[config.mk]
export PLATFORM = sky130hd
export DESIGN_NAME = mini_cpu_core
export DESIGN_NICKNAME = d
export VERILOG_FILES = /design/src/rtl/cpu_pkg.sv /design/src/rtl/cpu_alu.sv /design/src/rtl/mini_cpu_core.sv
export SDC_FILE = /design/constraint.sdc
export NUM_CORES = 1
export LEC_CHECK = 0
export ABC_AREA = 1
export BUFFER_PORTS_ARGS = -buffer_cell sky130_fd_sc_hd__clkbuf_2
export CORE_AREA = 2 2 112 114
export CTS_BUF_LIST = sky130_fd_sc_hd__clkbuf_2 sky130_fd_sc_hd__clkbuf_4 sky130_fd_sc_hd__clkbuf_8
export DETAILED_ROUTE_END_ITERATION = 12
export DIE_AREA = 0 0 114 116
export GPL_TIMING_DRIVEN = 0
export HOLD_SLACK_MARGIN = 0.1
export MAX_ROUTING_LAYER = met4
export PLACE_DENSITY = 0.82
export SKIP_CTS_REPAIR_TIMING = 1
export SYNTH_ARGS = -nofsm -noshare
export SYNTH_HDL_FRONTEND = slang
export SYNTH_SLANG_ARGS = --single-unit
[constraint.sdc]
create_clock -name clk -period 5.3 [get_ports clk]
set_input_delay 0.795 -clock clk [delete_from_list [all_inputs] [get_ports clk]]
set_output_delay 0.795 -clock clk [all_outputs]
set_load 0.02 [all_outputs]
[src/rtl/cpu_pkg.sv]
// Shared definitions for the mini CPU: opcode values, FSM state encoding and
// helpers that derive field widths and per-opcode side effects.
package cpu_pkg;

  localparam int OPCODE_W = 4;

  localparam logic [3:0] OP_NOP = 4'h0;
  localparam logic [3:0] OP_ADD = 4'h1;
  localparam logic [3:0] OP_SUB = 4'h2;
  localparam logic [3:0] OP_AND = 4'h3;
  localparam logic [3:0] OP_OR  = 4'h4;
  localparam logic [3:0] OP_XOR = 4'h5;
  localparam logic [3:0] OP_MOV = 4'h6;
  localparam logic [3:0] OP_LDI = 4'h7;
  localparam logic [3:0] OP_SHL = 4'h8;
  localparam logic [3:0] OP_SHR = 4'h9;
  localparam logic [3:0] OP_JMP = 4'hA;
  localparam logic [3:0] OP_JZ  = 4'hB;
  localparam logic [3:0] OP_OUT = 4'hC;
  localparam logic [3:0] OP_HLT = 4'hD;

  typedef enum logic [2:0] {
    ST_FETCH     = 3'd0,
    ST_DECODE    = 3'd1,
    ST_EXECUTE   = 3'd2,
    ST_WRITEBACK = 3'd3,
    ST_HALT      = 3'd4
  } state_e;

  // Register-address width for a register file of nreg entries.
  function automatic int ra_width(input int nreg);
    return $clog2(nreg);
  endfunction

  // Full instruction word width: opcode, rd, rs, immediate.
  function automatic int instr_width(input int nreg, input int pc_w);
    return OPCODE_W + 2 * ra_width(nreg) + pc_w;
  endfunction

  // ALU ops plus MOV/LDI write the destination register.
  function automatic logic writes_rd(input logic [3:0] op);
    return (op >= OP_ADD) && (op <= OP_SHR);
  endfunction

  // Only arithmetic/logic/shift ops touch the zero flag; MOV/LDI do not.
  function automatic logic sets_z(input logic [3:0] op);
    return ((op >= OP_ADD) && (op <= OP_XOR)) || (op == OP_SHL) || (op == OP_SHR);
  endfunction

  function automatic logic is_reserved(input logic [3:0] op);
    return op > OP_HLT;
  endfunction

endpackage

[src/rtl/cpu_alu.sv]
// Combinational ALU covering the register-writing opcodes. MOV and LDI pass
// operand b through; the core feeds the immediate on b for LDI.
module cpu_alu
  import cpu_pkg::*;
#(
  parameter int DATA_W = 8
) (
  input  logic [3:0]        opcode,
  input  logic [DATA_W-1:0] a,
  input  logic [DATA_W-1:0] b,
  output logic [DATA_W-1:0] result,
  output logic              zero
);

  // Select the operation result; unsupported opcodes yield zero.
  always_comb begin
    result = '0;
    case (opcode)
      OP_ADD:  result = a + b;
      OP_SUB:  result = a - b;
      OP_AND:  result = a & b;
      OP_OR:   result = a | b;
      OP_XOR:  result = a ^ b;
      OP_MOV:  result = b;
      OP_LDI:  result = b;
      OP_SHL:  result = a << 1;
      OP_SHR:  result = a >> 1;
      default: result = '0;
    endcase
    zero = (result == '0);
  end

endmodule

[src/rtl/mini_cpu_core.sv]
// Multi-cycle mini CPU: FETCH/DECODE/EXECUTE/WRITEBACK per instruction, with a
// terminal HALT state. All architectural writes happen on the WRITEBACK edge,
// so a reset before then leaves no trace of the abandoned instruction.
module mini_cpu_core
  import cpu_pkg::*;
#(
  parameter  int DATA_W  = 8,
  parameter  int NREG    = 8,
  parameter  int PC_W    = 8,
  localparam int RA_W    = ra_width(NREG),
  localparam int INSTR_W = instr_width(NREG, PC_W)
) (
  input  logic               clk,
  input  logic               reset,
  output logic [PC_W-1:0]    imem_addr,
  input  logic [INSTR_W-1:0] imem_data,
  output logic [DATA_W-1:0]  cpu_out,
  output logic               out_valid,
  output logic               halted,
  output logic               illegal,
  output state_e             dbg_state_o,
  output logic               dbg_zflag_o
);

  localparam int RD_LSB = INSTR_W - OPCODE_W - RA_W;
  localparam int RS_LSB = PC_W;

  state_e state_q, state_d;

  logic [PC_W-1:0]   pc_q;
  logic [PC_W-1:0]   pc_nxt_q;
  logic [3:0]        op_q;
  logic [RA_W-1:0]   rd_q;
  logic [PC_W-1:0]   imm_q;
  logic [DATA_W-1:0] a_q, b_q;
  logic [DATA_W-1:0] res_q;
  logic              res_zero_q;
  logic              z_q;
  logic [DATA_W-1:0] cpu_out_q;
  logic              out_valid_q;
  logic              illegal_q;
  logic [DATA_W-1:0] regs_q [NREG];

  logic [3:0]        dec_op;
  logic [RA_W-1:0]   dec_rd, dec_rs;
  logic [PC_W-1:0]   dec_imm;
  logic [DATA_W-1:0] imm_ext;
  logic [DATA_W-1:0] alu_b;
  logic [DATA_W-1:0] alu_result;
  logic              alu_zero;
  logic [PC_W-1:0]   pc_inc;
  logic [PC_W-1:0]   pc_target;

  assign dec_op  = imem_data[INSTR_W-1 -: OPCODE_W];
  assign dec_rd  = imem_data[RD_LSB +: RA_W];
  assign dec_rs  = imem_data[RS_LSB +: RA_W];
  assign dec_imm = imem_data[PC_W-1:0];

  // Immediate is zero-extended or truncated to the data width for LDI.
  assign imm_ext = DATA_W'(imm_q);
  assign alu_b   = (op_q == OP_LDI) ? imm_ext : b_q;

  cpu_alu #(.DATA_W(DATA_W)) u_alu (
    .opcode (op_q),
    .a      (a_q),
    .b      (alu_b),
    .result (alu_result),
    .zero   (alu_zero)
  );

  // Next PC: jumps take the immediate, HLT keeps PC, everything else wraps +1.
  always_comb begin
    pc_inc    = pc_q + PC_W'(1);
    pc_target = pc_inc;
    case (op_q)
      OP_JMP:  pc_target = imm_q;
      OP_JZ:   if (z_q) pc_target = imm_q;
      OP_HLT:  pc_target = pc_q;
      default: ;
    endcase
  end

  // FSM state register.
  always_ff @(posedge clk or posedge reset) begin
    if (reset) state_q <= ST_FETCH;
    else       state_q <= state_d;
  end

  // FSM next-state: fixed four-step sequence, HLT parks in HALT until reset.
  always_comb begin
    state_d = state_q;
    case (state_q)
      ST_FETCH:     state_d = ST_DECODE;
      ST_DECODE:    state_d = ST_EXECUTE;
      ST_EXECUTE:   state_d = ST_WRITEBACK;
      ST_WRITEBACK: state_d = (op_q == OP_HLT) ? ST_HALT : ST_FETCH;
      ST_HALT:      state_d = ST_HALT;
      default:      state_d = ST_FETCH;
    endcase
  end

  // Datapath: latch the instruction and operands, compute, then commit.
  always_ff @(posedge clk or posedge reset) begin
    if (reset) begin
      pc_q        <= '0;
      pc_nxt_q    <= '0;
      op_q        <= OP_NOP;
      rd_q        <= '0;
      imm_q       <= '0;
      a_q         <= '0;
      b_q         <= '0;
      res_q       <= '0;
      res_zero_q  <= 1'b0;
      z_q         <= 1'b0;
      cpu_out_q   <= '0;
      out_valid_q <= 1'b0;
      illegal_q   <= 1'b0;
      for (int i = 0; i < NREG; i++) regs_q[i] <= '0;
    end else begin
      out_valid_q <= 1'b0;
      case (state_q)
        ST_DECODE: begin
          // Both operands are read before any write, so rd==rs sees the old value twice.
          op_q  <= dec_op;
          rd_q  <= dec_rd;
          imm_q <= dec_imm;
          a_q   <= regs_q[dec_rd];
          b_q   <= regs_q[dec_rs];
        end
        ST_EXECUTE: begin
          res_q      <= alu_result;
          res_zero_q <= alu_zero;
          pc_nxt_q   <= pc_target;
          // Output register and strobe become visible during WRITEBACK.
          if (op_q == OP_OUT) begin
            cpu_out_q   <= a_q;
            out_valid_q <= 1'b1;
          end
        end
        ST_WRITEBACK: begin
          if (writes_rd(op_q))   regs_q[rd_q] <= res_q;
          if (sets_z(op_q))      z_q          <= res_zero_q;
          if (is_reserved(op_q)) illegal_q    <= 1'b1;
          pc_q <= pc_nxt_q;
        end
        default: ;
      endcase
    end
  end

  assign imem_addr   = pc_q;
  assign cpu_out     = cpu_out_q;
  assign out_valid   = out_valid_q;
  assign halted      = (state_q == ST_HALT);
  assign illegal     = illegal_q;
  assign dbg_state_o = state_q;
  assign dbg_zflag_o = z_q;

endmodule

### Yosys cells after proc, flatten, opt, wreduce, memory -nomap -nowiden

Cells that the tools add are included.

| word-level totals | value |
|---|---|
| memories kept | 0 |
| memory bits (read-only) | 0 |
| input bits | 20 |
| memory bits (writable) | 0 |
| latch bits | 0 |
| word-level logic and storage cells | 85 |
| flip-flop bits (word level) | 134 |

| cells by class | value |
|---|---|
| mux-type cells | 17 |
| reduce and logical (&&, ||, !) cells | 12 |
| equal/unequal tests | 17 |
| divide/modulo/power cells | 0 |
| magnitude comparators | 8 |
| multipliers | 0 |
| shifts and indexed selects | 0 |
| $add $sub $neg | 3 |
| bitwise operators | 6 |

Operators by type and width:

| kind | count |
|---|---|
| $bwmux W64 | 1 |
| $pmux W8 S8 | 1 |
| $mux W8 | 7 |
| $bmux W8 S3 | 2 |
| $demux W8 S3 | 1 |
| $eq A4 B4 Y1 const B | 6 |
| $pmux W8 S3 | 1 |
| $eq A4 B3 Y1 const B | 4 |
| $pmux W3 S5 | 1 |
| $ge A4 B4 Y1 const B | 3 |
| $not A3 Y4 | 3 |
| $add A8 B1 Y8 const B | 1 |
| $add A8 B8 Y8 | 1 |
| $and A8 B8 Y8 | 1 |
| $eq A4 B2 Y1 const B | 2 |
| $logic_not A8 Y1 | 1 |
| $or A8 B8 Y8 | 1 |
| $reduce_and A2 Y1 | 4 |
| $sub A8 B8 Y8 | 1 |
| $xor A8 B8 Y8 | 1 |
| $eq A3 B2 Y1 const B | 2 |
| $eq A4 B1 Y1 const B | 1 |
| $ge A4 B1 Y1 const B | 1 |
| $gt A4 B4 Y1 const B | 1 |
| 11 further kinds | 15 |

### Depth between registers and ports, before layout

Gate-level depths: netlist of run 1.

| logic depth | value |
|---|---|
| depth in word-level cells | 6 |
| gate-level depth with buffers | 24 |
| depth with buffers taken out | 23 |

### Hierarchy

Synthesis of run 1 repeated with hierarchy kept, for this count alone.

| second synthesis, totals | value |
|---|---|
| cell total of the unflattened synthesis | 1155 |
| area total of the unflattened synthesis | 8021.4 um2 |

By module, submodules not included:

| module | seq. area each (um2) | cells each | area each (um2) | times used |
|---|---|---|---|---|
| mini_cpu_core | 3353.2 | 909 | 6698.9 | 1 |
| cpu_alu | 0.0 | 246 | 1322.5 | 1 |

### Worst setup path after synthesis of run 1

OpenSTA, ideal clock, no wires.

| timing | value |
|---|---|
| kind | flip-flop to flip-flop |
| from | register op_q[2] |
| to | register res_q[7] |
| setup time | 0.117 ns |
| clock period less this slack | 2.586 ns |
| required time | 5.183 ns |
| setup slack | 2.714 ns |
| arrival | 2.469 ns |
| buffers on the path | 1 |
| cell stages (with the launch flop) | 24 |
| path through | dfrtp_1 > inv_1 > nor2_4 > nand2_2 > buf_6 > nand2_1 > nand2_1 > inv_2 > o21ai_0 > xor2_1 > ha_1 > a21o_1 > nand2_1 > nand3_1 > nand2_1 > nand2_1 > nand2_1 > nand2_1 > inv_1 > nand2_1 > nand3_1 > nand2_1 > nand2_1 > nand2_1 |

| between the ends | value |
|---|---|
| cells in the longest elaborated chain, start to end | 4 |
| elaborated cells on any way between the ends | 17 |
| classes of those cells | add/sub: 2; eq/ne: 9; mux: 2; bitwise: 3; reduce/logical: 1 |

Ends and longest elaborated chain:

| what | RTL line | RTL |
|---|---|---|
| start, declared | mini_cpu_core.sv:32 | `logic [3:0] op_q;` |
| start signal, assigned | mini_cpu_core.sv:124 | `op_q <= dec_op;` |
| $eq A4 B3 Y1 | cpu_alu.sv:18, mini_cpu_core.sv:61 |  |
| $mux W8 | mini_cpu_core.sv:61 | `assign alu_b = (op_q == OP_LDI) ? imm_ext : b_q;` |
| $sub A8 B8 Y8 (tied with other cells) | cpu_alu.sv:20 | `OP_SUB: result = a - b;` |
| $pmux W8 S8 * | cpu_alu.sv:18 | `case (opcode)` |
| end signal, assigned | mini_cpu_core.sv:131 | `res_q <= alu_result;` |
| end, declared | mini_cpu_core.sv:36 | `logic [DATA_W-1:0] res_q;` |

Mark *: on every way between the ends. The rest lies on a longest branch, timed or not.
A chain may end at the register's enable or synchronous reset.

### Worst setup path in the final report of run 1

| timing | value |
|---|---|
| from | register op_q[3] |
| to | register res_zero_q |

| between the ends | value |
|---|---|
| cells in the longest elaborated chain, start to end | 5 |
| elaborated cells on any way between the ends | 18 |
| classes of those cells | add/sub: 2; eq/ne: 9; mux: 2; bitwise: 3; reduce/logical: 2 |

Ends and longest elaborated chain:

| what | RTL line | RTL |
|---|---|---|
| $eq A4 B3 Y1 | cpu_alu.sv:18, mini_cpu_core.sv:61 |  |
| $mux W8 | mini_cpu_core.sv:61 |  |
| $sub A8 B8 Y8 (tied with other cells) | cpu_alu.sv:20 |  |
| $pmux W8 S8 * | cpu_alu.sv:18 |  |
| $logic_not A8 Y1 * | cpu_alu.sv:30 | `zero = (result == '0);` |
| end signal, assigned | mini_cpu_core.sv:132 | `res_zero_q <= alu_zero;` |
| end, declared | mini_cpu_core.sv:37 | `logic res_zero_q;` |

Marks and branches as above.

==> impl_metrics.env, run 1 <==
export IMPL_status="complete, no violations"
export IMPL_clkLatencyLatePin_ns=0.46
export IMPL_ioPinCount=43
export IMPL_grt_max_degree=73
export IMPL_crit_arrival_ns=3.63
export IMPL_synth_warnings=0
export IMPL_rsz0062_at_grt="no"
export IMPL_multiInputGateArea_um2=3600
export IMPL_power_frac_comb_pct=48.0
export IMPL_ys_ff_latch=134
export IMPL_yosysSeqAreaShare_pct=44.6
export IMPL_relSlewSlack_pct=52.8
export IMPL_htree_levels=4
export IMPL_n_antenna_cell=0
export IMPL_internal_power_mw=2.85
export IMPL_met3_usage_pct=7.32
export IMPL_r2r_start="op_q[3]"
export IMPL_dp_hpwl_um=16000
export IMPL_numCtsBuffers=17
export IMPL_layout_nets=1077
export IMPL_period_share_pct=60.9
export IMPL_hp_class="primary input to async pin"
export IMPL_num_rows=40
export IMPL_num_fill_cells=1002
export IMPL_drc=0
export IMPL_syn_area_um2=7520
export IMPL_die_y_um=116
export IMPL_setup_tns_ns=0
export IMPL_routed_wl_um=22100
export IMPL_gp_congestion=1.04
export IMPL_timing_rr_end="res_zero_q"
export IMPL_grtUsageMet1_pct=46.1
export IMPL_vias=7110
export IMPL_startpoint_type="register"
export IMPL_final_cell_mix="nand2_1, o21ai_0, dfrtp_1"
export IMPL_first_global_vias=6866
export IMPL_antenna_found_initial=0
export IMPL_firstDrtPassIters=8
export IMPL_cap_violations=0
export IMPL_irDropWorstVdd_mv=0.407
export IMPL_initialDrtViolationCount=816
export IMPL_period_needed_ns=3.23
export IMPL_p_total_mw=5.39
export IMPL_fin_cells=1195
export IMPL_end_kind="register"
export IMPL_worst_slew_pin_slew_ns=0.704
export IMPL_setup_ws_ns=2.07
export IMPL_grt_total_usage_pct=36.8
export IMPL_syn_inst=977
export IMPL_slew_viol_final=0
export IMPL_ff2ff_setup_slack_ns=2.07
export IMPL_net_switching_power_mw=2.54
export IMPL_overflow=0
export IMPL_clock_sinks=134
export IMPL_rr_worst_depth=20
export IMPL_final_util_pct=70.4
export IMPL_fin_skew_ns=0.0140
export IMPL_synth_cell_types=40
export IMPL_wire_per_inst_um=18.5
export IMPL_swShare_pct=47.1
export IMPL_dpl_cell_count=1163
export IMPL_syn_num_nets=1019
export IMPL_crit_fanout=10
export IMPL_root_buffer="clkbuf_8"
export IMPL_final_hold_violation_count=0
export IMPL_core_area_um2=11900
export IMPL_power_clock_fraction_pct=18.4
export IMPL_grt_pass1_wl_um=35900
export IMPL_drive_gt1_share_pct=10.7
export IMPL_cts_buffer_depth=2
export IMPL_initial_utilization_pct=63.1
export IMPL_regArea_um2=3350
export IMPL_pre_cts_ws_ns=2.18
export IMPL_die_area_um2=13200
export IMPL_final_common_cell="nand2_1"
export IMPL_crit_required_ns=5.70
export IMPL_clk_pin_slew_ns=0.09
export IMPL_power_density_nw_per_um2=643
export IMPL_grt_busiest_layer="met2"
export IMPL_pwr_share_seq_pct=33.6
export IMPL_postRouteAntennaNets=0
export IMPL_cts_tree="yes"
export IMPL_p_leak_nw=4.01
export IMPL_use_met2_pct=57.1
export IMPL_fmax_mhz=310
export IMPL_postSynthAreaPerCell_um2=7.69
export IMPL_port_buffers=38
export IMPL_synthToLayoutAreaGrowth_pct=11.6
export IMPL_viasPerCell=5.95
export IMPL_die_w_um=114
export IMPL_path_class="register to register"
export IMPL_setup_viol=0
[metrics by stage]
stage | hold slack (ns) | instance area [um^2]
after global placement | 0.449 | 7890
after floorplan | 0.449 | 7520
after detailed placement | 0.455 | 7920
after global routing | 0.416 | 8390
final | 0.381 | 8390
after CTS | 0.408 | 8390
[logic make-up after synthesis]
logic type / Yosys count / share of synthesized area (%)
AND/OR/NAND/NOR: 392 / 21.9
AO/OA/AOI/OAI: 275 / 20.7
buffers and inverters: 141 / 7.44
flip-flops: 134 / 44.6
adder cells (fa/ha/maj): 22 / 3.76
XOR/XNOR: 11 / 1.28
multiplexers: 2 / 0.266
[metal layers]
| layer | vias to the layer above | share of wire [%] | routed length (um) |
|---|---|---|---|
| li1 | 3376 | - | - |
| met4 | 0 | 4.8 | 1060 |
| met5 | - | 0 | 0 |
| met3 | 83 | 7.7 | 1710 |
| met2 | 357 | 47 | 10300 |
| met1 | 3294 | 41 | 9000 |
[cells in the mapped netlist]
master | number | area [um^2]
nand2_1 | 241 | 905
o21ai_0 | 152 | 761
fa_1 | 1 | 20.0
nand4_1 | 3 | 18.8
a21oi_1 | 27 | 135
o21ai_2 | 1 | 8.76
nor3_2 | 2 | 20.0
o31ai_1 | 2 | 15.0
o211ai_1 | 17 | 128
o21a_1 | 2 | 15.0
nor2_1 | 80 | 300
a211oi_2 | 1 | 12.5
a22oi_1 | 3 | 22.5
o21ai_1 | 36 | 180
nand3b_1 | 5 | 37.5
ha_1 | 21 | 263
inv_2 | 7 | 26.3
nand3_2 | 4 | 40.0
o2111ai_1 | 1 | 8.76
buf_2 | 6 | 30.0
buf_4 | 4 | 30.0
xor2_1 | 11 | 96.3
a21o_1 | 1 | 7.51
nand2_2 | 8 | 50.1
o2111ai_2 | 1 | 15.0
nor3_4 | 1 | 16.3
a221oi_1 | 8 | 70.1
nor3_1 | 2 | 10.0
inv_1 | 93 | 349
o221ai_1 | 7 | 61.3
o22ai_1 | 8 | 50.1
buf_6 | 1 | 11.3
or2_2 | 1 | 6.26
a2bb2oi_1 | 6 | 52.6
a211oi_1 | 2 | 15.0
dfrtp_1 | 134 | 3350
nor2_4 | 3 | 33.8
mux2i_1 | 2 | 20.0
clkbuf_1 | 30 | 113
nand3_1 | 42 | 210
[flip-flops by register name, summed over array words and instances (netlist names)]
register,cells
dbg_state_o,3
rd_q,3
res_zero_q,1
b_q,8
dbg_zflag_o,1
cpu_out,8
a_q,8
pc_nxt_q,8
imm_ext,8
regs_q,64
imem_addr,8
out_valid,1
op_q,4
illegal,1
res_q,8
[worst max-delay path by stage]
stage               slack, ns          to     from  depth (start not counted)
finish                   2.07  res_zero_q  op_q[3]                         20
global route             1.77  res_zero_q  op_q[0]                         21
CTS                      2.16  res_zero_q  op_q[3]                         20
detailed placement       2.18  res_zero_q  op_q[3]                         20
global placement        -0.48  cpu_out[6]    reset                          2
floorplan                0.92      a_q[0]    reset                          1
[final cells by class]
type,count,area share [%]
clock inverter,14,2.57
tap,147,2.19
multi-input combinational,702,43.0
clock buffer,18,2.95
inverter,100,4.54
sequential,134,40.0
buffer,41,2.19
timing repair buffer,39,2.60
[power by group through the flow]
stage               Sequential [mW]  Combinational [mW]  Clock, mW
global placement               1.80                2.48          0
finish                         1.81                2.59      0.992
floorplan                      1.80                1.80          0
detailed placement             1.81                2.54          0
CTS                            1.80                2.56      0.996
global route                   1.86                2.93       1.04
[critical path, cell delays in order, from the launching register on]
cell	delay, ns
dfrtp_1	0.47
nor2_4	0.20
buf_4	0.19
nand3_1	0.11
nand2_1	0.19
nand3_1	0.17
o21ai_0	0.22
xor2_1	0.10
ha_1	0.36
nand2_1	0.07
inv_1	0.07
nand4_1	0.07
nand3_1	0.11
nand2_1	0.07
nand2_1	0.06
nor2_1	0.06
nor2_1	0.23
nand3_1	0.13
nor2_1	0.10
nand3_1	0.11
nand2_1	0.08
(Power assumes the default switching activity.)
==> inputs of run 2 (changes only) <==
==> constraint.sdc (replaced) <==
create_clock -name clk -period 3.15 [get_ports clk]
set_input_delay 0.4725 -clock clk [delete_from_list [all_inputs] [get_ports clk]]
set_output_delay 0.4725 -clock clk [all_outputs]
set_load 0.02 [all_outputs]
==> run 2 against run 1 <==
  * Sequential cell count unchanged
  * Largest cell class unchanged
  * Critical endpoint unchanged
  * Highest routed layer unchanged
  * Combinational power up 78%
  * Sequential share of layout area fell by 0.63 points
  * First-iteration DRC count is 7.6% higher
  * Worst setup slack got worse by 1.9 ns
  * Maximum frequency is 7.8% higher
  * Routed wire length grew 3.0%
  * Hold slack worse by 0.17 ns
==> impl_metrics.env, run 2 (synthesis gave the netlist of run 1 again) <==
export IMPL_setup_viol=0
export IMPL_period_needed_ns=3.00
export IMPL_startpoint_type="register"
export IMPL_num_fill_cells=943
export IMPL_overflow=0
export IMPL_synthToLayoutAreaGrowth_pct=13.5
export IMPL_crit_required_ns=3.56
export IMPL_crit_arrival_ns=3.41
export IMPL_status="complete, no violations"
export IMPL_period_share_pct=95.1
export IMPL_setup_ws_ns=0.155
export IMPL_clkLatencyLatePin_ns=0.47
export IMPL_holdCritStartpoint="imem_data[14]"
export IMPL_path_class="register to register"
export IMPL_power_clock_fraction_pct=17.1
export IMPL_firstDrtPassIters=8
export IMPL_end_kind="register"
export IMPL_gp_congestion=1.03
export IMPL_worst_hold_path_num_cells=3
export IMPL_power_density_nw_per_um2=1090
export IMPL_antenna_found_initial=0
export IMPL_grt_max_degree=44
export IMPL_clk_pin_slew_ns=0.08
export IMPL_ioPinCount=43
export IMPL_rr_worst_depth=20
export IMPL_final_common_cell="nand2_1"
export IMPL_cap_violations=0
export IMPL_regMostFlops="regs_q"
export IMPL_relSlewSlack_pct=48.8
export IMPL_layout_nets=1088
export IMPL_htree_levels=4
export IMPL_initialDrtViolationCount=878
export IMPL_dp_hpwl_um=16400
export IMPL_largest_reg_flops=64
export IMPL_timing_rr_end="res_zero_q"
export IMPL_net_switching_power_mw=4.36
export IMPL_num_rows=40
export IMPL_clock_sinks=134
export IMPL_die_area_um2=13200
export IMPL_irDropWorstVdd_mv=0.611
export IMPL_pwr_share_seq_pct=33.1
export IMPL_p_leak_nw=4.07
export IMPL_port_buffers=38
export IMPL_postRouteAntennaNets=0
export IMPL_initial_utilization_pct=63.1
export IMPL_first_global_vias=6687
export IMPL_viasPerCell=5.95
export IMPL_wire_per_inst_um=18.9
export IMPL_pre_cts_ws_ns=0.0700
export IMPL_die_y_um=116
export IMPL_slew_viol_final=0
export IMPL_fin_skew_ns=0.00941
export IMPL_final_cell_mix="nand2_1, o21ai_0, dfrtp_1"
export IMPL_cts_tree="yes"
export IMPL_crit_fanout=10
export IMPL_swShare_pct=47.0
export IMPL_vias=7176
export IMPL_hp_class="primary input to register"
export IMPL_routed_wl_um=22700
export IMPL_die_w_um=114
export IMPL_drive_gt1_share_pct=13.5
export IMPL_cts_buffer_depth=2
export IMPL_r2r_start="op_q[2]"
export IMPL_grt_total_usage_pct=37.1
export IMPL_drc=0
export IMPL_setup_tns_ns=0
export IMPL_n_antenna_cell=0
export IMPL_power_frac_comb_pct=49.8
export IMPL_worst_slew_pin_slew_ns=0.765
export IMPL_numCtsBuffers=17
export IMPL_worstHoldEndpoint="op_q[0]"
export IMPL_core_area_um2=11900
export IMPL_final_hold_violation_count=0
export IMPL_fmax_mhz=334
export IMPL_root_buffer="clkbuf_8"
export IMPL_ff2ff_setup_slack_ns=0.15
export IMPL_internal_power_mw=4.91
export IMPL_grt_pass1_wl_um=36000
[run 2: cell count changes in the layout (fill, tap and decap cells not counted), sizes merged]
cell	change
buf	+10
clkbuf	+4
inv	-4
bufinv	-1
clkinv	+1
dlygate4sd3	+1
[run 2: metrics by stage]
step,hold slack [ns],util (%),total power [mW],instance area (um^2),cells
after floorplan,0.449,-,6.06,7520,977
after global placement,0.449,66.3,7.23,7900,1162
after detailed placement,0.452,66.8,7.33,7960,1165
after CTS,0.0321,70.4,8.93,8390,1197
after global routing,0.220,71.6,9.96,8530,1206
final,0.214,71.6,9.26,8530,1206
[run 2: power by group through the flow]
stage / combinational [mW] / sequential [mW] / clock [mW]
2_1_floorplan: 3.02 / 3.04 / 0
5_1_grt: 5.18 / 3.13 / 1.64
3_5_place_dp: 4.27 / 3.05 / 0
4_1_cts: 4.31 / 3.03 / 1.58
3_3_place_gp: 4.18 / 3.04 / 0
6_report: 4.61 / 3.06 / 1.59
[run 2: layer usage]
metal | share of wire [%] | track usage (%) | routed length (um)
met5 | 0 | - | 0
met4 | 4.7 | 19.8 | 1080
met3 | 8.3 | 5.91 | 1890
met2 | 46 | 57.2 | 10400
met1 | 41 | 47.5 | 9350
[run 2: final cells by class]
type | count | area (um^2) | area share, %
Inverter | 100 | 382 | 4.47
Multi-Input combinational cell | 702 | 3670 | 43.0
Sequential cell | 134 | 3360 | 39.4
Clock inverter | 10 | 143 | 1.67
Timing Repair Buffer | 50 | 320 | 3.75
Buffer | 41 | 188 | 2.20
Tap cell | 147 | 184 | 2.16
Clock buffer | 22 | 290 | 3.40
[run 2: worst max-delay path by stage]
stage / from / endpoint / slack [ns] / cells past startpoint
2_1_floorplan: op_q[2] / res_q[7] / 0.56 / 23
3_3_place_gp: op_q[3] / res_zero_q / 0.06 / 17
3_5_place_dp: op_q[3] / res_zero_q / 0.07 / 20
4_1_cts: op_q[3] / res_zero_q / 0.05 / 20
5_1_grt: op_q[2] / res_q[7] / -0.02 / 22
6_report: op_q[2] / res_zero_q / 0.15 / 20
[run 2: critical path, stage by stage (launching register included)]
cell and delay (ns):
dfrtp_1 0.39, inv_2 0.08, nor2_4 0.19, buf_6 0.16
nand3_1 0.11, nand2_2 0.17, inv_4 0.07, buf_4 0.13
ha_1 0.21, fa_2 0.38, inv_1 0.08, nand3_1 0.07
nand2_1 0.09, a21oi_1 0.06, o21ai_1 0.12, nand3_1 0.13
nor2_1 0.13, nand3_1 0.09, nor2_1 0.11, nand3_1 0.10
nand2_1 0.07
==> inputs of run 3 (changes only) <==
--- a/config.mk
+++ b/config.mk
@@ -7,15 +7,16 @@
 export LEC_CHECK = 0
 export ABC_AREA = 1
 export BUFFER_PORTS_ARGS = -buffer_cell sky130_fd_sc_hd__clkbuf_2
-export CORE_AREA = 2 2 112 114
+export CORE_AREA = 2 2 121 123
 export CTS_BUF_LIST = sky130_fd_sc_hd__clkbuf_2 sky130_fd_sc_hd__clkbuf_4 sky130_fd_sc_hd__clkbuf_8
 export DETAILED_ROUTE_END_ITERATION = 12
-export DIE_AREA = 0 0 114 116
+export DIE_AREA = 0 0 123 125
 export GPL_TIMING_DRIVEN = 0
 export HOLD_SLACK_MARGIN = 0.1
 export MAX_ROUTING_LAYER = met4
-export PLACE_DENSITY = 0.82
+export PLACE_DENSITY = 0.78
 export SKIP_CTS_REPAIR_TIMING = 1
 export SYNTH_ARGS = -nofsm -noshare
 export SYNTH_HDL_FRONTEND = slang
+export SYNTH_HIERARCHICAL = 1
 export SYNTH_SLANG_ARGS = --single-unit
==> constraint.sdc (replaced) <==
create_clock -name clk -period 2.7 [get_ports clk]
set_input_delay 0.405 -clock clk [delete_from_list [all_inputs] [get_ports clk]]
set_output_delay 0.405 -clock clk [all_outputs]
set_load 0.02 [all_outputs]
==> run 3 against run 2 <==
  * The flow now finishes with violations (negative setup slack)
  * Total power up 26%
  * Routed wire length up 5.7%
  * Combinational power up 38%
  * Highest routed layer unchanged
  * Synthesized cell count up 18%
  * Die area up 16%
  * Via count up 11%
  * Cell area up 8.3%
  * Worst setup slack worse by 0.60 ns
==> impl_metrics.env, run 3 <==
export IMPL_status="finished with violations"
export IMPL_violations="negative setup slack"
export IMPL_syn_inst=1155
export IMPL_die_w_um=123
export IMPL_pwr_share_seq_pct=31.0
export IMPL_postRouteAntennaNets=0
export IMPL_initialDrtViolationCount=909
export IMPL_regMostFlops="regs_q"
export IMPL_path_class="register to register"
export IMPL_die_y_um=125
export IMPL_use_met2_pct=49.8
export IMPL_relSlewSlack_pct=42.1
export IMPL_dp_hpwl_um=17400
export IMPL_synth_warnings=6
export IMPL_core_area_um2=14200
export IMPL_cts_tree="yes"
export IMPL_root_buffer="clkbuf_8"
export IMPL_ioPinCount=43
export IMPL_period_share_pct=116
export IMPL_final_util_pct=65.0
export IMPL_synthToLayoutAreaGrowth_pct=15.1
export IMPL_worst_slew_pin_slew_ns=0.869
export IMPL_viasPerCell=5.58
export IMPL_yosysSeqAreaShare_pct=41.8
export IMPL_slew_viol_final=0
export IMPL_clock_sinks=134
export IMPL_async_flop_share_pct=100
export IMPL_drc=0
export IMPL_firstDrtPassIters=6
export IMPL_grt_pass1_wl_um=38200
export IMPL_htree_levels=4
export IMPL_num_rows=44
export IMPL_rr_worst_depth=23
export IMPL_grt_total_usage_pct=33.0
export IMPL_numCtsBuffers=17
export IMPL_hp_class="primary input to async pin"
export IMPL_swShare_pct=49.1
export IMPL_syn_num_nets=1201
export IMPL_power_frac_comb_pct=54.3
export IMPL_routed_wl_um=24000
export IMPL_yosysMostFrequentCell="nand2_1"
export IMPL_power_clock_fraction_pct=14.7
export IMPL_vias=7975
export IMPL_net_switching_power_mw=5.74
export IMPL_p_leak_nw=4.84
export IMPL_num_fill_cells=1278
export IMPL_final_hold_violation_count=0
export IMPL_setup_ws_ns=-0.443
export IMPL_end_kind="register"
export IMPL_multiInputGateArea_um2=4240
export IMPL_ys_ff_latch=134
export IMPL_setup_tns_ns=-1.80
export IMPL_regArea_um2=3360
export IMPL_n_antenna_cell=0
export IMPL_initial_utilization_pct=56.5
export IMPL_syn_area_um2=8020
export IMPL_met3_usage_pct=5.79
export IMPL_antenna_found_initial=0
export IMPL_synth_area_leaders="dfrtp_1, nand2_1, nand3_1"
export IMPL_wire_per_inst_um=16.8
export IMPL_startpoint_type="register"
export IMPL_final_cell_mix="nand2_1, nand3_1, dfrtp_1"
export IMPL_synth_cell_types=36
export IMPL_fin_skew_ns=0.0145
export IMPL_grt_busiest_layer="met2"
export IMPL_period_needed_ns=3.14
export IMPL_grtUsageMet1_pct=44.1
export IMPL_crit_required_ns=3.08
export IMPL_clkLatencyLatePin_ns=0.44
export IMPL_largest_reg_flops=64
export IMPL_die_area_um2=15400
export IMPL_crit_fanout=5
export IMPL_rsz0062_at_grt="yes"
export IMPL_synthTopCellsByCount="nand2_1, nand3_1, dfrtp_1"
export IMPL_first_global_vias=7416
export IMPL_irDropWorstVdd_mv=0.723
export IMPL_p_total_mw=11.7
export IMPL_fmax_mhz=318
export IMPL_drive_gt1_share_pct=12.7
export IMPL_clk_pin_slew_ns=0.08
export IMPL_gp_congestion=0.996
export IMPL_synth_edf_count=0
export IMPL_overflow=0
export IMPL_final_common_cell="nand2_1"
export IMPL_crit_arrival_ns=3.52
export IMPL_port_buffers=40
export IMPL_postSynthAreaPerCell_um2=6.94
export IMPL_yosys_area_top_type="dfrtp_1"
export IMPL_cts_buffer_depth=2
export IMPL_layout_nets=1277
export IMPL_pre_cts_ws_ns=-0.716
export IMPL_ys_flop_type="dfrtp_1"
export IMPL_internal_power_mw=5.96
export IMPL_setup_viol=8
export IMPL_power_density_nw_per_um2=1270
export IMPL_cap_violations=0
export IMPL_yosysTopAreaCellShare_pct=41.8
export IMPL_grt_max_degree=43
## run 3: worst paths after layout
| path | start | to | slack, ns |
|---|---|---|---|
| min in group clk | imem_data[14] | op_q[0] | 0.18 |
| max in group asynchronous | reset | regs_q[49] | 1.72 |
| worst min register to register | illegal | illegal | 0.47 |
| worst max-delay path | op_q[3] | res_zero_q | -0.44 |
| worst max register to register | op_q[3] | res_zero_q | -0.44 |
| worst min-delay path | reset | regs_q[3] | 0.08 |
## run 3: through the flow
stage	area (um^2)	cells	hold WS, ns
finish	9240	1428	0.0793
global route	9240	1428	0.126
CTS	8990	1414	0.0808
detailed placement	8580	1382	0.456
global placement	8520	1379	0.453
floorplan	8090	1155	0.442
## run 3: logic make-up (layout without fill, tap and decap cells)
logic type | count (synthesis) | count (layout) | synth area share, %
flops | 134 | 134 | 41.8
xor+xnor | 10 | 10 | 1.09
buf+inv | 155 | 244 | 7.47
fa+ha+maj | 26 | 26 | 4.15
simple gates | 695 | 695 | 36.6
compound gates | 135 | 135 | 8.92
## run 3: power groups by stage
stage / Sequential, mW / Clock [mW] / Combinational [mW]
after global routing: 3.73 / 1.84 / 7.14
final: 3.63 / 1.72 / 6.35
after detailed placement: 3.63 / 0 / 5.75
after floorplan: 3.53 / 0 / 4.17
after global placement: 3.62 / 0 / 5.61
after CTS: 3.60 / 1.73 / 5.79
## run 3: final cells by class
class	count	share of cell area [%]
multi-input cells	866	45.9
plain buffers	49	2.30
repair buffers	57	4.19
well taps	184	2.49
clock inverters	7	1.03
inverters	106	4.35
clock buffers	25	3.39
flip-flops and latches	134	36.4
## run 3: layer usage
metal  share of wire, %  wire length, um
met2                 47            11200
met4                4.1              987
met1                 43            10300
met3                6.5             1570
met5                  0                0
## run 3: worst max-delay path, stage by stage (launching register included)
cell,delay (ns)
dfrtp_2,0.43
inv_2,0.07
nand4_1,0.13
buf_6,0.17
buf_8,0.13
o21ai_4,0.20
inv_2,0.09
ha_4,0.18
nand3_4,0.09
nand2_2,0.05
xor2_1,0.15
ha_1,0.38
nand2_1,0.10
nor2_1,0.11
nand2_1,0.10
nand3_2,0.09
nand2_1,0.07
nand3_2,0.09
nand2_2,0.07
inv_2,0.05
nand4_1,0.09
nor2_1,0.10
nand2_1,0.06
nand2_1,0.07
